### src/rtl/arb_mux_pkg.sv
// Shared helpers for arb_mux_reg: rotating find-first grant and one-hot encode.
// Functions work on MAX_CH-wide vectors; callers zero-extend and slice.
package arb_mux_pkg;

    localparam int unsigned MAX_CH   = 32;
    localparam int unsigned MAX_CH_W = 5;

    // One-hot grant for the first set bit of req, searching from ptr upward and wrapping mod ch.
    function automatic logic [MAX_CH-1:0] rr_find_first(
        input logic [MAX_CH-1:0] req,
        input int unsigned       ptr,
        input int unsigned       ch
    );
        logic [MAX_CH-1:0] gnt;
        int unsigned       idx;
        gnt = '0;
        for (int unsigned k = 0; k < MAX_CH; k++) begin
            if (k < ch) begin
                idx = ptr + k;
                if (idx >= ch) begin
                    idx = idx - ch;
                end
                if (req[idx[MAX_CH_W-1:0]] && (gnt == '0)) begin
                    gnt[idx[MAX_CH_W-1:0]] = 1'b1;
                end
            end
        end
        return gnt;
    endfunction

    // Index of the set bit in a one-hot vector (0 when none set).
    function automatic logic [MAX_CH_W-1:0] onehot_to_idx(input logic [MAX_CH-1:0] oh);
        logic [MAX_CH_W-1:0] idx;
        idx = '0;
        for (int unsigned k = 0; k < MAX_CH; k++) begin
            if (oh[k]) begin
                idx = k[MAX_CH_W-1:0];
            end
        end
        return idx;
    endfunction

endpackage

### src/rtl/arb_mux_reg_rr_arbiter.sv
// Round-robin arbiter owning the rotation pointer.
// Macro ARB_MUX_FIXED_PRIO_EN: pointer held at 0, giving fixed lowest-index priority.
module rr_arbiter
    import arb_mux_pkg::*;
#(
    parameter int unsigned CH   = 4,
    localparam int unsigned CH_W = (CH > 1) ? $clog2(CH) : 1
) (
    input  logic            clk,
    input  logic            rst_n,
    input  logic [CH-1:0]   req,
    input  logic            advance,
    output logic [CH-1:0]   grant,
    output logic [CH_W-1:0] grant_idx
);

    logic [CH_W-1:0]     ptr_q, ptr_d;
    logic [MAX_CH-1:0]   req_ext, gnt_ext;
    logic [MAX_CH_W-1:0] idx_ext;

    // Rotating search from the pointer; grant and its encoded index.
    always_comb begin
        req_ext           = '0;
        req_ext[CH-1:0]   = req;
        gnt_ext           = rr_find_first(req_ext, 32'(ptr_q), CH);
        idx_ext           = onehot_to_idx(gnt_ext);
        grant             = gnt_ext[CH-1:0];
        grant_idx         = idx_ext[CH_W-1:0];
    end

    // Next pointer: one past the granted channel on each accepted transfer.
    always_comb begin
        ptr_d = ptr_q;
`ifdef ARB_MUX_FIXED_PRIO_EN
        ptr_d = '0;
`else
        if (advance && (grant != '0)) begin
            if (grant_idx == CH_W'(CH - 1)) begin
                ptr_d = '0;
            end else begin
                ptr_d = grant_idx + 1'b1;
            end
        end
`endif
    end

    // Pointer register.
    always_ff @(posedge clk or negedge rst_n) begin
        if (!rst_n) begin
            ptr_q <= '0;
        end else begin
            ptr_q <= ptr_d;
        end
    end

endmodule

### src/rtl/arb_mux_reg.sv
// CH-channel arbitrated mux with a one-entry registered output and valid/ready on all ports.
// Macro ARB_MUX_FIXED_PRIO_EN (in rr_arbiter): fixed priority instead of round-robin.
module arb_mux_reg
    import arb_mux_pkg::*;
#(
    parameter int unsigned N    = 16,
    parameter int unsigned CH   = 4,
    localparam int unsigned CH_W = (CH > 1) ? $clog2(CH) : 1
) (
    input  logic            clk,
    input  logic            rst_n,
    input  logic [CH-1:0]   in_valid,
    input  logic [CH*N-1:0] in_data,
    output logic [CH-1:0]   in_ready,
    output logic            out_valid,
    output logic [N-1:0]    out_data,
    output logic [CH_W-1:0] out_ch,
    input  logic            out_ready
);

    logic            out_valid_q, out_valid_d;
    logic [N-1:0]    out_data_q, out_data_d;
    logic [CH_W-1:0] out_ch_q, out_ch_d;
    logic [CH-1:0]   grant;
    logic [CH_W-1:0] grant_idx;
    logic            can_load, load;
    logic [N-1:0]    sel_data;

    rr_arbiter #(.CH(CH)) u_arb (
        .clk       (clk),
        .rst_n     (rst_n),
        .req       (in_valid),
        .advance   (load),
        .grant     (grant),
        .grant_idx (grant_idx)
    );

    // Handshake: load when a channel is granted and the output slot is free or draining.
    always_comb begin
        can_load = !out_valid_q || out_ready;
        load     = (grant != '0) && can_load;
        in_ready = grant & {CH{can_load & rst_n}};
        sel_data = '0;
        for (int unsigned i = 0; i < CH; i++) begin
            if (grant[i]) begin
                sel_data = in_data[i*N +: N];
            end
        end
    end

    // Output register next state: load, drain or hold.
    always_comb begin
        out_valid_d = out_valid_q;
        out_data_d  = out_data_q;
        out_ch_d    = out_ch_q;
        if (load) begin
            out_valid_d = 1'b1;
            out_data_d  = sel_data;
            out_ch_d    = grant_idx;
        end else if (out_ready) begin
            out_valid_d = 1'b0;
        end
    end

    // Output register.
    always_ff @(posedge clk or negedge rst_n) begin
        if (!rst_n) begin
            out_valid_q <= 1'b0;
            out_data_q  <= '0;
            out_ch_q    <= '0;
        end else begin
            out_valid_q <= out_valid_d;
            out_data_q  <= out_data_d;
            out_ch_q    <= out_ch_d;
        end
    end

    assign out_valid = out_valid_q;
    assign out_data  = out_data_q;
    assign out_ch    = out_ch_q;

endmodule

### config.mk
export PLATFORM = sky130hd
export DESIGN_NAME = arb_mux_reg
export DESIGN_NICKNAME = d
export VERILOG_FILES = /design/src/rtl/arb_mux_pkg.sv /design/src/rtl/arb_mux_reg_rr_arbiter.sv /design/src/rtl/arb_mux_reg.sv
export SDC_FILE = /design/constraint.sdc
export NUM_CORES = 1
export LEC_CHECK = 0
export ABC_CLOCK_PERIOD_IN_PS = 5000
export CAP_MARGIN = 20
export CORE_UTILIZATION = 60
export DETAILED_ROUTE_END_ITERATION = 8
export DONT_BUFFER_PORTS = 1
export PLACE_DENSITY = 0.76
export SETUP_SLACK_MARGIN = 0.2
export SYNTH_ARGS = -nofsm -noshare
export SYNTH_HDL_FRONTEND = slang
export SYNTH_SLANG_ARGS = --single-unit
export TNS_END_PERCENT = 30
### constraint.sdc
create_clock -name clk -period 5 [get_ports clk]
set_clock_uncertainty 0.05 [all_clocks]
set_input_delay 1 -clock clk [delete_from_list [all_inputs] [get_ports clk]]
set_output_delay 1 -clock clk [all_outputs]
set_load 0.02 [all_outputs]
Word-level counts from Yosys, hierarchy flattened
Cells that the tools add are included.
- bits in registers: 21
- output and inout port bits: 23
- logic and storage cells: 108
- $add $sub $neg: 8
- magnitude comparators: 12
- equal/unequal tests: 1
- mux-type cells: 62
- bitwise logic cells: 5
- reduce and logical (&&, ||, !) cells: 16
- operators with widths (kind ; count):
    two-way mux 32 bit ; 4
    greater-or-equal comparator 32 x 3 -> 1 bit, second input constant ; 3
    logical NOT 32 bit ; 3
    OR 32 bit ; 3
    two-way mux 16 bit ; 4
    two-way mux 2 bit ; 31
    less-than comparator 5 x 6 -> 1 bit, second input constant ; 4
    binary-select mux 1 bit (select 5 bit) ; 4
    demux 1 bit (select 5 bit) ; 4
    greater-or-equal comparator 5 x 1 -> 1 bit, second input constant ; 4
    two-way mux 5 bit ; 4
    two-way mux 1 bit ; 11
    subtractor 5 x 3 -> 5 bit, second input constant ; 2
    logical AND 1 bit ; 9
    adder 2 x 2 -> 3 bit, second input constant ; 2
    AND 4 bit ; 1
    nonzero test 4 bit ; 1
    subtractor 2 x 3 -> 4 bit, second input constant ; 1
    subtractor 3 x 3 -> 4 bit, second input constant ; 1
    adder 2 x 1 -> 3 bit, second input constant ; 1
    greater-or-equal comparator 2 x 3 -> 1 bit, second input constant ; 1
    adder 2 x 1 -> 2 bit, second input constant ; 1
    == test 2 bit, second input constant ; 1
    nonzero test 2 bit ; 1
    3 further kinds ; 3

Longest topological paths before layout
- word-level depth: 49
- mapped depth: 13

Modules after synthesis
From an unflattened synthesis, not the netlist that was laid out.
- cells, all modules: 214
- area, all modules: 1980.6 um^2
- modules (own cells, without submodules) (module ; times used ; cells an instance ; area an instance (um^2)):
    arb_mux_reg ; 1 ; 113 ; 1117.3
    rr_arbiter ; 1 ; 101 ; 863.3

Least setup slack after synthesis
No wires, ideal clock.
- path type: input port to output port
- start: input in_valid[3]
- end: output in_ready[2]
- data arrival time: 3.313 ns
- required time: 3.950 ns
- slack: 0.637 ns
- stages on the path: 7
- path buffers: 1
- path through: mux2_1 mux2i_4 mux2_2 a31o_2 o41ai_4 buf_6 nor2b_1
- longest elaborated chain between the ends: 13
- elaborated cells on any way between the ends: 22
- classes of those cells: mux: 12; bitwise: 4; reduce/logical: 6
- ends and longest elaborated chain (what ; line ; source):
    start: declaration ; arb_mux_reg.sv:12 ; input logic [CH-1:0] in_valid,
    binary-select mux 1 bit (select 5 bit) ; arb_mux_pkg.sv:23 ; if (req[idx[MAX_CH_W-1:0]] && (gnt == '0)) begin
    two-way mux 1 bit (not written as such) ; arb_mux_pkg.sv:23 ;
    two-way mux 32 bit ; arb_mux_pkg.sv:23 ;
    logical NOT 32 bit ; arb_mux_pkg.sv:23 ;
    logical AND 1 bit ; arb_mux_pkg.sv:23 ;
    two-way mux 32 bit ; arb_mux_pkg.sv:23 ;
    logical NOT 32 bit ; arb_mux_pkg.sv:23 ;
    logical AND 1 bit ; arb_mux_pkg.sv:23 ;
    two-way mux 32 bit ; arb_mux_pkg.sv:23 ;
    logical NOT 32 bit ; arb_mux_pkg.sv:23 ;
    logical AND 1 bit ; arb_mux_pkg.sv:23 ;
    two-way mux 32 bit * ; arb_mux_pkg.sv:23 ;
    AND 4 bit * ; arb_mux_reg.sv:42 ; in_ready = grant & {CH{can_load & rst_n}};
    end: declaration ; arb_mux_reg.sv:14 ; output logic [CH-1:0] in_ready,
Every way passes the cells marked *; elsewhere a longest branch is shown, timed or not. The select of a mux whose other input is x is not followed.

Worst setup path in the final report
- start: register u_arb.ptr_q[1]
- end: output in_ready[1]
- longest elaborated chain between the ends: 17
- elaborated cells on any way between the ends: 57
- classes of those cells: add/sub: 7; order compare: 12; mux: 24; bitwise: 4; reduce/logical: 10
- ends and longest elaborated chain (what ; line ; source):
    start: declaration ; arb_mux_reg_rr_arbiter.sv:17 ; logic [CH_W-1:0] ptr_q, ptr_d;
    start signal: assignment ; arb_mux_reg_rr_arbiter.sv:52 ; ptr_q <= ptr_d;
    parallel branches: the longest is 15 deep, another holds greater-or-equal comparator 32 x 3 -> 1 bit ; n/a ;
    two-way mux 32 bit * ; arb_mux_pkg.sv:23 ;
    AND 4 bit * ; arb_mux_reg.sv:42 ;
Mark *: on every way between the ends. The select of a mux whose other input is x is not followed.

==> flow_summary.toml <==
[status]
status = "finished, final reports clean"

[logic_synthesis]
synth_ff_type = "sky130_fd_sc_hd__dfrtp_1"
ys_async_sr_fraction = 1.00
synth.ff_latch_count = 21
mappedNetlistArea_mm2 = 0.00218
synth_fp_nets = 321
synth_enable_flop_cells = 0
postSynthCellCount = 242
post_synthesis_sequential_area_ratio = 0.241
ys_warn_count = 0
syn-mean-instance-area_um2 = 9.00
synthDistinctLibCells = 55

[pwr]
sw_frac_of_total = 0.576
sequentialPowerShare = 0.206
share_clk_of_total_power = 0.040
comb_power_share = 0.754
cellInternalPower_w = 0.000922
power.ir.vdd_worst_uv = 476
p_per_area_mw_per_mm2 = 999
p_switching_w = 0.00125
power.static_leakage_nw = 0.890

[timing]
max_slew_margin = 0.319
rsz_0062_raised_after_global_routing = "false"
tightestPinTransition_ps = 1020
period_share = 0.917
fin_setup_tns_ps = 0
postLayoutSetupSlackWorst_ps = 415
setup_viol_count_final = 0
layout_min_cycle_time_ps = 4580
maxSlewViolCount = 0
clock.fmax_mhz = 218
final_hold_viol_count = 0

[grt]
first_global_vias = 1788
gr-total-overflow = 0
largest_net_degree_at_the_start_of_global_routing = 40
grt_use_total = 0.275
grt_pass1_wl_mm = 8.51
grt_antenna_before_repair = 0

[detailed_routing]
drt-initial-drc-count = 190
route.detailed.wl_per_inst_um = 19.5
avgViaCountPerCell = 6.94
first_pass_drt_iterations = 4
remaining_drc_errors = 0
number_of_nets_still_failing_antenna_checks_after_routing = 0
routed-via-count = 1935
routed_wirelength_mm = 5.43

[floorplanning]
die_width_um = 62.2
starting_density_of_the_core = 0.637
core_area_mm2 = 0.00342
die_y_um = 62.2
placement_rows = 21
boundaryPins = 94
design.die.area_mm2 = 0.00387

[placed_design]
post_placement_worst_setup_slack_ps = 661
gp_congestion = 0.936
place_hpwl_mm = 3.89
portBuffers = 0

[worst_setup_path]
worstPathMaxFanout = 22
cp-startpoint = "u_arb.ptr_q[1]"
critPathLaunchType = "flop"
cp_data_required_time_ps = 3950
critical_path_class = "reg2out"
worst-endpoint-arrival_ps = 3530
regToRegStartpoint = "u_arb.ptr_q[1]"
critPathCaptureType = "output port"

[job]
max_cap_viol_count = 0

[final_layout]
layout.area.seq_um2 = 527
drive_above_1_share = 0.137
final_net_count = 313
n_fill_cell = 302
flow.area_growth_from_synthesis_pct = 0.0000919
antenna-diode-count = 0
area_of_the_multi_input_gates_mm2 = 0.00150
final_cell_mix = "sky130_fd_sc_hd__a21oi_1 (35), sky130_fd_sc_hd__nand3_1 (20), sky130_fd_sc_hd__dfrtp_1 (20)"
most_common_cell_after_layout_fill_and_taps_aside = "sky130_fd_sc_hd__a21oi_1"

[clocking]
cts.root.buffer_cell = "sky130_fd_sc_hd__clkbuf_4"
worstSkewPairLatency_ps = 320
h-tree-depth = 1
cts_tree = "built"
cts.path.max_buffers = 2
post_cts_hold_buffer_count = 0
cts-buffers-inserted = 3
register_clock_pin_slew_on_the_reported_worst_setup_and_hold_paths_ps = 140
cts_sinks = 21

[worst_hold_path]
hold_class = "in2async"
synthesized netlist by cell type (all sizes together), types with 3 or more instances:
cell	instances	area, um^2
buf	15	124
mux2i	19	203
nand3	20	100
o21bai	16	120
mux2	4	52.6
inv	7	26.3
nor2	8	30.0
nor3	3	20.0
dfrtp	21	526
nand2	11	41.3
o21ai	5	25.0
clkbuf	4	15.0
ha	8	100
o41ai	3	82.6
a31oi	18	128
o2111ai	3	26.3
nand2b	3	18.8
nor2b	4	25.0
a21oi	40	219
through the flow:
step           std cells   util  instance area (um^2)  hold slack, ps  total power [W]
6_report             279  0.637                  2180             302          0.00218
3_5_place_dp         275  0.629                  2150             596          0.00208
4_1_cts              279  0.637                  2180             302          0.00216
3_3_place_gp         275  0.629                  2150             585          0.00205
5_1_grt              279  0.637                  2180             289          0.00234
2_1_floorplan        242      -                  2180             536          0.00184
cells by family after synthesis:
| logic type | Yosys count | synth area share |
|---|---|---|
| flip-flops | 21 | 0.241 |
| adder cells (fa/ha/maj) | 8 | 0.0460 |
| AO/OA/AOI/OAI | 104 | 0.360 |
| multiplexers | 25 | 0.138 |
| buffers and inverters | 26 | 0.0759 |
| AND/OR/NAND/NOR | 58 | 0.139 |
power groups by stage:
stage / Sequential [W] / Clock [W] / Combinational (W)
2_1_floorplan: 0.000413 / 0 / 0.00143
3_3_place_gp: 0.000451 / 0 / 0.00159
3_5_place_dp: 0.000450 / 0 / 0.00163
4_1_cts: 0.000447 / 0.0000875 / 0.00163
5_1_grt: 0.000461 / 0.0000963 / 0.00179
6_report: 0.000448 / 0.0000877 / 0.00164
cell type report:
cell class,count,share of cell area
clock buffers,4,0.0121
repair buffers,6,0.0207
inverters,7,0.0121
well taps,46,0.0264
flip-flops and latches,21,0.242
multi-input cells,195,0.687
repair_timing:
action / in CTS / in global routing
buffers inserted: 0 / 0
gates resized for setup: 0 / 1
setup endpoints to repair: 0 / 2
flip-flops by register name (all words and copies together), names as in the netlist:
register,flops
out_ch,2
out_data,16
u_arb.ptr_q,2
out_valid,1
critical path: stages, from the launching register on:
cell and delay, ps:
sky130_fd_sc_hd__dfrtp_1 660, sky130_fd_sc_hd__inv_1 180, sky130_fd_sc_hd__ha_1 400, sky130_fd_sc_hd__or3_1 460
sky130_fd_sc_hd__o2111ai_1 150, sky130_fd_sc_hd__a31oi_4 330, sky130_fd_sc_hd__or4_1 590, sky130_fd_sc_hd__a21oi_1 440
path summary, 6_finish.rpt:
kind | slack, ps | end | depth (start not counted)
max | 420 | in_ready[1] | 7
min | 300 | out_valid | 0
max reg2reg | 1290 | u_arb.ptr_q[0] | 9
min reg2reg | 620 | out_ch[1] | 2
max in group asynchronous | 4510 | out_data[9] | 0
min in group clk | 620 | out_ch[1] | 2
per-layer routing:
layer	global-route usage	wire [um]
met5	0	0
met4	0.0669	76
met3	0.0331	393
met2	0.490	2690
met1	0.351	2280
Note: power is estimated with default switching activity, not from simulation.
